### src/rtl/rpn_stack_ctrl.sv
// rpn_stack_ctrl: reverse-Polish token controller for an 8-deep stack.
// Operands are pushed. An operator pops b (the top) and then a, and pushes
// the result of a <op> b. Occupancy is tracked here, so an overflow or an
// underflow is refused before it reaches the stack and sets a sticky flag.
module rpn_stack_ctrl #(
   parameter int DATA_W = 8,
   parameter int DEPTH  = 8,
   parameter int CNT_W  = 4
) (
   input  logic              clk,
   input  logic              reset,
   input  logic              tok_valid,
   output logic              tok_ready,
   input  logic              tok_is_op,
   input  logic [DATA_W-1:0] tok_data,
   input  logic              err_clr,
   output logic              stack_enable,
   output logic              stack_push_pop,
   output logic [DATA_W-1:0] stack_data_in,
   input  logic [DATA_W-1:0] stack_data_out,
   output logic [CNT_W-1:0]  depth,
   output logic              res_valid,
   output logic [DATA_W-1:0] res_data,
   output logic              err_overflow,
   output logic              err_underflow
);

   typedef enum logic [2:0] {
      IDLE,
      PUSH,
      POP_B,
      POP_A,
      CAP_A,
      PUSH_R
   } state_t;

   state_t            state;
   logic [DATA_W-1:0] opnd;
   logic [DATA_W-1:0] a;
   logic [DATA_W-1:0] b;
   logic [DATA_W-1:0] result;
   logic [1:0]        opcode;
   logic [DATA_W-1:0] alu;

   localparam logic [CNT_W-1:0] FULL = CNT_W'(DEPTH);
   localparam logic [CNT_W-1:0] TWO  = CNT_W'(2);
   localparam logic [CNT_W-1:0] ONE  = CNT_W'(1);

   // Operator datapath on the captured operands; wraps modulo 2^DATA_W.
   always_comb begin
      alu = '0;
      case (opcode)
         2'b00:   alu = a + b;
         2'b01:   alu = a - b;
         2'b10:   alu = a & b;
         default: alu = a ^ b;
      endcase
   end

   // Token sequencing, occupancy tracking, operand capture and error flags.
   always_ff @(posedge clk or posedge reset) begin
      if (reset) begin
         state         <= IDLE;
         depth         <= '0;
         err_overflow  <= 1'b0;
         err_underflow <= 1'b0;
         opnd          <= '0;
         a             <= '0;
         b             <= '0;
         result        <= '0;
         opcode        <= '0;
      end else begin
         // A clear is overridden by an error raised in the same cycle below.
         if (err_clr) begin
            err_overflow  <= 1'b0;
            err_underflow <= 1'b0;
         end
         case (state)
            IDLE: begin
               if (tok_valid) begin
                  if (!tok_is_op) begin
                     if (depth < FULL) begin
                        opnd  <= tok_data;
                        state <= PUSH;
                     end else begin
                        err_overflow <= 1'b1;
                     end
                  end else begin
                     if (depth >= TWO) begin
                        opcode <= tok_data[1:0];
                        state  <= POP_B;
                     end else begin
                        err_underflow <= 1'b1;
                     end
                  end
               end
            end
            PUSH: begin
               depth <= depth + ONE;
               state <= IDLE;
            end
            POP_B: begin
               depth <= depth - ONE;
               state <= POP_A;
            end
            POP_A: begin
               b     <= stack_data_out;
               depth <= depth - ONE;
               state <= CAP_A;
            end
            CAP_A: begin
               a     <= stack_data_out;
               state <= PUSH_R;
            end
            PUSH_R: begin
               result <= alu;
               depth  <= depth + ONE;
               state  <= IDLE;
            end
            default: state <= IDLE;
         endcase
      end
   end

   // Stack command and handshake decode, purely from the current state.
   always_comb begin
      tok_ready      = (state == IDLE);
      stack_enable   = (state == PUSH) || (state == POP_B) ||
                       (state == POP_A) || (state == PUSH_R);
      stack_push_pop = (state == PUSH) || (state == PUSH_R);
      res_valid      = (state == PUSH_R);
      stack_data_in  = '0;
      if (state == PUSH)
         stack_data_in = opnd;
      else if (state == PUSH_R)
         stack_data_in = alu;
   end

   // The result is presented live during PUSH_R and is held in 'result' after.
   always_comb begin
      res_data = (state == PUSH_R) ? alu : result;
   end

endmodule

### config.mk
export PLATFORM = sky130hd
export DESIGN_NAME = rpn_stack_ctrl
export DESIGN_NICKNAME = d
export VERILOG_FILES = /design/src/rtl/rpn_stack_ctrl.sv
export SDC_FILE = /design/constraint.sdc
export NUM_CORES = 1
export LEC_CHECK = 0
export CORE_UTILIZATION = 50
export CTS_CLUSTER_DIAMETER = 60
export CTS_CLUSTER_SIZE = 24
export DETAILED_ROUTE_END_ITERATION = 10
export HOLD_SLACK_MARGIN = 0.1
export PLACE_DENSITY = 0.77
export SYNTH_ARGS = -nofsm -noshare
export SYNTH_HDL_FRONTEND = slang
export SYNTH_SLANG_ARGS = --single-unit
### constraint.sdc
create_clock -name clk -period 4.7 [get_ports clk]
set_clock_uncertainty 0.1 [all_clocks]
set_input_delay 1.41 -clock clk [delete_from_list [all_inputs] [get_ports clk]]
set_output_delay 1.41 -clock clk [all_outputs]
set_load 0.02 [all_outputs]
==> results.md <==
* Status: complete, no violations
* Avg WL per Cell at 14.8 um
* Final setup TNS at 0 ps
* Multi-input logic area at 0.00139 sq mm
* Gr usage total at 22.1%
* WS Path Type: reg2out
* Pin count of the biggest net entering global routing at 28
* Total wire length at 5410 um
* Static leakage at 1.54 nW
* Area added between synthesis and finish at 24.9%
* Worst EP required at between 3000 and 4000 ps
* Die area at 0.00543 sq mm
* Post-DP HPWL at just over 4000 um
* Startpoint Class: register
* DRC viols at 0
* Gr ovfl total at 0
* Hold Path Class: reg2reg
* Clock sinks at between 40 and 50
* Synth Instances at 245
* First-pass DRT Iterations at 4
* Die width at 73.7 um
* Worst-margin pin slew at 1070 ps
* Unrepaired setup endpoints after global routing: false
* VDD IR max at around 0.00036 V
* Synthesized area at 0.00257 sq mm
* Critical Path Slowest Stage Cell: dfrtp_1
* Fin crit period at 4520 ps
* Share of layout cells above drive strength 1 at roughly 16%
* Initial antenna violation count at 0
* Commonest non-fill, non-tap cells in the layout: dfrtp_1 (43), clkdlybuf4s50_1 (37), nand2_1 (28)
* Synthesis Warnings at 0
* # port buffers at between 40 and 50
* Critical path arrival at 3010 ps
* Via density at 5.26
* Setup Buffers After CTS at 0
* Final Hold Fails at 0
* Sequential cell area at 0.00108 sq mm
* Post-synthesis sequential area ratio at 41.9%
* Chip height at between 70 and 80 um
* # setup viols final at 0
* Max-slew violations at 0
* Worst-path cell chain: inv_1, ha_1, nor3b_1, nor2_1, xnor2_1, ha_1, a21o_1, a31o_2, a21oi_1, xnor2_1, o21ai_2, nand2_1, dlygate4sd2_1
* Vias in the first global route at 1827
* CTS buffer count at 5
* Core ar. at 0.00482 sq mm
* Via count at 1921
* DR iter-0 viols at 110
* Worst skew pair latency at 300 ps
* CP max stage delay at 430 ps
* Max Fclk at roughly 220 MHz
* CTS H-Tree Depth at 2
* Clk root buf: clkbuf_8
* CTS tree: built
* Critical Path End Type: output pin
* Initial Util at 53.3%
* Slew headroom at 28.8%
* Crit-path max FO at 5
* Clk slew on worst S/H paths at 80 ps
* Synth Register Bits at 43
* Tot Pwr at 0.00279 W
* GPL Wtd Cong at 0.822
* CTS max path bufs at 2
* Number of diodes at 0
* Filler cells at 418
* Global-route wire length before repair at just under 9000 um
* I/O Pins at 47
* Hold Buf Count CTS at 0
* Synth Net Count at 286
* Fin nets at roughly 340
* Unique masters post-synth at 37
* Period utilization at 96.2%
* Commonest non-fill, non-tap cell in the layout: dfrtp_1
* Routed Antenna Nets at 0
* Pwr Density at about 870 mW/mm^2
* Syn avg cell area at 10.5 sq um
* Total of max-cap violations at 0
* # rows at 25
[logic make-up after synthesis]
| kind of cell | count (synthesis) | share of synthesized area [%] |
|---|---|---|
| adder cells (fa/ha/maj) | 20 | 10.3 |
| flip-flops | 43 | 41.9 |
| multiplexers | 38 | 17.4 |
| AO/OA/AOI/OAI | 42 | 9.40 |
| XOR/XNOR | 15 | 5.11 |
| buffers and inverters | 22 | 3.85 |
| AND/OR/NAND/NOR | 65 | 12.0 |
[worst paths after layout]
path | from | endpoint | slack [ps] | cells after the start
worst max-delay path | b[0]$_DFFE_PP0N_ | res_data[7] | 180 | 13
worst min-delay path | result[7]$_DFF_PP0_ | result[7]$_DFF_PP0_ | 380 | 2
worst max register to register | b[0]$_DFFE_PP0N_ | result[5]$_DFF_PP0_ | 2050 | 11
worst min register to register | result[7]$_DFF_PP0_ | result[7]$_DFF_PP0_ | 380 | 2
max in group asynchronous | reset | a[5]$_DFFE_PP0N_ | 2110 | 3
min in group asynchronous | reset | err_underflow$_DFF_PP0_ | 1570 | 2
[cell type report]
| cell class | count | share of cell area (%) |
|---|---|---|
| inverters | 15 | 1.76 |
| well taps | 67 | 2.61 |
| repair buffers | 52 | 15.5 |
| multi-input cells | 180 | 43.4 |
| clock buffers | 8 | 3.12 |
| flip-flops and latches | 43 | 33.5 |
[state kept, by name, indices dropped and copies added, names as in the netlist]
register       count
opcode             2
a                  8
b                  8
opnd               8
err_underflow      1
result             8
state              3
err_overflow       1
depth              4
[worst max-delay path, delay by kind of cell, from the launching register on]
kind / cells / cell delay (ps)
flip-flops: 1 / 430
XOR/XNOR: 2 / 280
AND/OR/NAND/NOR: 3 / 420
adder cells (fa/ha/maj): 2 / 510
buffers and inverters: 2 / 410
AO/OA/AOI/OAI: 4 / 660
[repair_timing]
action / 4_1_cts / 5_1_grt
cloned: 0 / 0
pin swaps: 0 / 0
resized for setup: 7 / 7
endpoints found under the setup margin: 7 / 5
[synth_stat cells (all sizes together)]
cell type	count	area (sq um)
a21o	3	22.5
o22ai	2	12.5
fa	2	40.0
mux2	29	357
ha	18	225
xnor2	11	96.3
a31oi	2	12.5
o21ai	18	93.8
nor2b	3	18.8
nor3b	3	22.5
and3	1	6.26
dfrtp	43	1080
a21oi	12	60.1
o31a	1	8.76
clkbuf	4	15.0
and4	1	8.76
a211oi	2	15.0
or3	1	6.26
buf	3	27.5
nand2	29	111
nor2	16	60.1
nand2b	3	18.8
xor2	4	35.0
mux2i	9	90.1
o211ai	1	7.51
inv	15	56.3
nor3	3	26.3
nand3b	1	7.51
nand3	3	15.0
a31o	1	8.76
and2b	1	7.51
[stage by stage]
stage / instance area [sq um] / util, % / hold WS [ps] / setup WS, ps / std cells
floorplan: 2570 / - / 376 / 489 / 245
global placement: 3120 / 64.7 / 358 / 205 / 357
detailed placement: 3120 / 64.7 / 364 / 172 / 357
CTS: 3210 / 66.6 / 379 / 18.4 / 365
global route: 3210 / 66.6 / 412 / 14.9 / 365
finish: 3210 / 66.6 / 382 / 180 / 365
[per-layer routing]
metal	GRT usage [%]	up-vias	wire [um]	share of wire (%)
li1	-	950	-	-
met1	30.7	907	2540	47
met2	34.7	57	2510	46
met3	4.66	7	301	5.6
met4	7.05	0	67	1.2
met5	0	-	0	0
[report_power, final]
group	switching, W	internal (W)
Clock	0.000128	0.000134
Combinational	0.000958	0.000860
Sequential	0.000156	0.000552
Note: power is estimated with default switching activity, not from simulation.
==> edit (same flow settings) <==
Put one more register stage on the output `err_overflow`, cleared by the reset. The value now appears one clock later. The other outputs are not delayed to match.
--- a/src/rtl/rpn_stack_ctrl.sv
+++ b/src/rtl/rpn_stack_ctrl.sv
@@ -36,2 +36,4 @@
 
+   logic err_overflow_s0;
+
    state_t            state;
@@ -64,3 +66,3 @@
          depth         <= '0;
-         err_overflow  <= 1'b0;
+         err_overflow_s0 <= 1'b0;
          err_underflow <= 1'b0;
@@ -74,3 +76,3 @@
          if (err_clr) begin
-            err_overflow  <= 1'b0;
+            err_overflow_s0 <= 1'b0;
             err_underflow <= 1'b0;
@@ -85,3 +87,3 @@
                      end else begin
-                        err_overflow <= 1'b1;
+                        err_overflow_s0 <= 1'b1;
                      end
@@ -143,2 +145,10 @@
 
+   always_ff @(posedge clk or posedge reset) begin
+      if (reset) begin
+         err_overflow <= '0;
+      end else begin
+         err_overflow <= err_overflow_s0;
+      end
+   end
+
 endmodule
Formal check against the unedited RTL: no difference found for any inputs over 10 cycles, from zero or initial values and one cycle with reset high; that may be too few to reach the edited logic, so the function may still have changed.
==> edit against the unedited design <==
- register-to-register slack better by 90 ps
- setup slack better by 17 ps
- core utilization about the same
- final area up 0.62%
- maximum frequency up 0.38%
- area after synthesis up 0.97%
- sequential cell count up 1
- sequential share of layout area up 0.57 points
- routed wire length up 1.7%
- via count up 0.16%
- critical endpoint is now stack_data_in[2]
Power is not shown: default switching activity piles up to over one toggle a cycle in this logic, so the estimate is an artifact.
==> edit: results <==
{
  "outcome": "finished, final reports clean",
  "worst_ep_arrival_time_ps": 2990,
  "hold_class": "reg -> reg",
  "diodes": 0,
  "globalplace.congestion": 0.808,
  "synth_area_leaders": "dfrtp_1 (42%), mux2_2 (9.1%), ha_1 (8.7%)",
  "drt_iter0_markers": 90,
  "cts_root_buffer": "clkbuf_8",
  "crit_family": "adder cells",
  "antenna_found_initial": 0,
  "numPortBuffers": 46,
  "postCtsSetupRepairBufs": 0,
  "r2r_setup_slack_ps": 2140,
  "grt_pass1_vias": 1943,
  "yosys.cell_types.count": 37,
  "cts_buffers": 5,
  "hpwl_mm": 4.07,
  "cp_max_fo": 5,
  "grt_usage_pct": 22.2,
  "synth_nets": 287,
  "finalNetCount": 338,
  "finalWirelength_mm": 5.51,
  "synth.yosys.warnings": 0,
  "routed-via-count": 1924,
  "nFillCells": 390,
  "max_stage_delay_ps": 640,
  "grt_max_degree": 45,
  "synth_top_cells_by_count": "dfrtp_1 (44), nand2_1 (28), mux2_2 (21)",
  "path_clk_slew_ps": 80,
  "dr.pass1.iters": 4,
  "drive_above_1_share_pct": 16.5,
  "crit_slowest_cell": "clkdlybuf4s50_1",
  "yosysSeqAreaShare_pct": 42.5,
  "htree_levels": 2,
  "maxSlewHeadroom_pct": 59.4,
  "clkLatencyLatePin_ps": 290,
  "synthArstFlopShare_pct": 100,
  "grt_pass1_wl_mm": 9.18
}
==> edit: worst paths after layout <==
check	endpoint	from	cells after the start
setup reg to reg	result[7]$_DFF_PP0_	b[0]$_DFFE_PP0N_	12
min in group asynchronous	b[1]$_DFFE_PP0N_	reset	3
max in group asynchronous	opnd[1]$_DFFE_PP0P_	reset	3
setup / recovery	stack_data_in[2]	b[0]$_DFFE_PP0N_	8
hold reg to reg	err_overflow$_DFF_PP0_	err_overflow_s0$_DFF_PP0_	0
hold / removal	err_overflow$_DFF_PP0_	err_overflow_s0$_DFF_PP0_	0
==> edit: timing repair <==
action,in CTS,in global routing
resized for setup,7,14
endpoints found under the hold margin,0,0
setup endpoints to repair,7,7
==> edit: metal layers <==
layer / GRT usage (%) / routed length [um]
met5: 0 / 0
met4: 6.62 / 73
met3: 4.74 / 175
met2: 36.6 / 2640
met1: 29.6 / 2620
==> edit: worst reg2reg max path: stages, from the launching register on <==
cell and delay [ps]:
dfrtp_1 410, inv_1 60, ha_1 200, nor3b_2 160, a21oi_1 190, xnor2_1 150, ha_1 310, a21o_1 180
a31o_2 210, a21oi_1 140, xnor2_1 100, o21ai_2 160, nand2_1 80
==> edit: area by class of cell <==
class	instances	area share [%]
tap	67	2.60
inverter	15	1.74
clock buffer	7	2.98
sequential	44	34.1
timing repair buffer	51	15.1
multi-input combinational	180	43.4
==> edit: kinds of logic after synthesis <==
family                   after synthesis  synth area share [%]
flip-flops                            44                  42.5
AND/OR/NAND/NOR                       65                  11.9
XOR/XNOR                              15                  5.06
adder cells (fa/ha/maj)               20                  10.2
AO/OA/AOI/OAI                         42                  9.31
multiplexers                          38                  17.2
buffers and inverters                 22                  3.81
==> edit: per-stage QoR <==
step / cell area [um2] / util, % / cells / hold slack (ps) / worst slack [ps]
detailed placement: 3130 / 64.6 / 357 / 270 / 177
CTS: 3230 / 66.6 / 364 / 288 / 8.15
global route: 3230 / 66.6 / 364 / 303 / 6.28
floorplan: 2590 / - / 246 / 254 / 489
finish: 3230 / 66.6 / 364 / 286 / 198
global placement: 3130 / 64.6 / 357 / 263 / 230
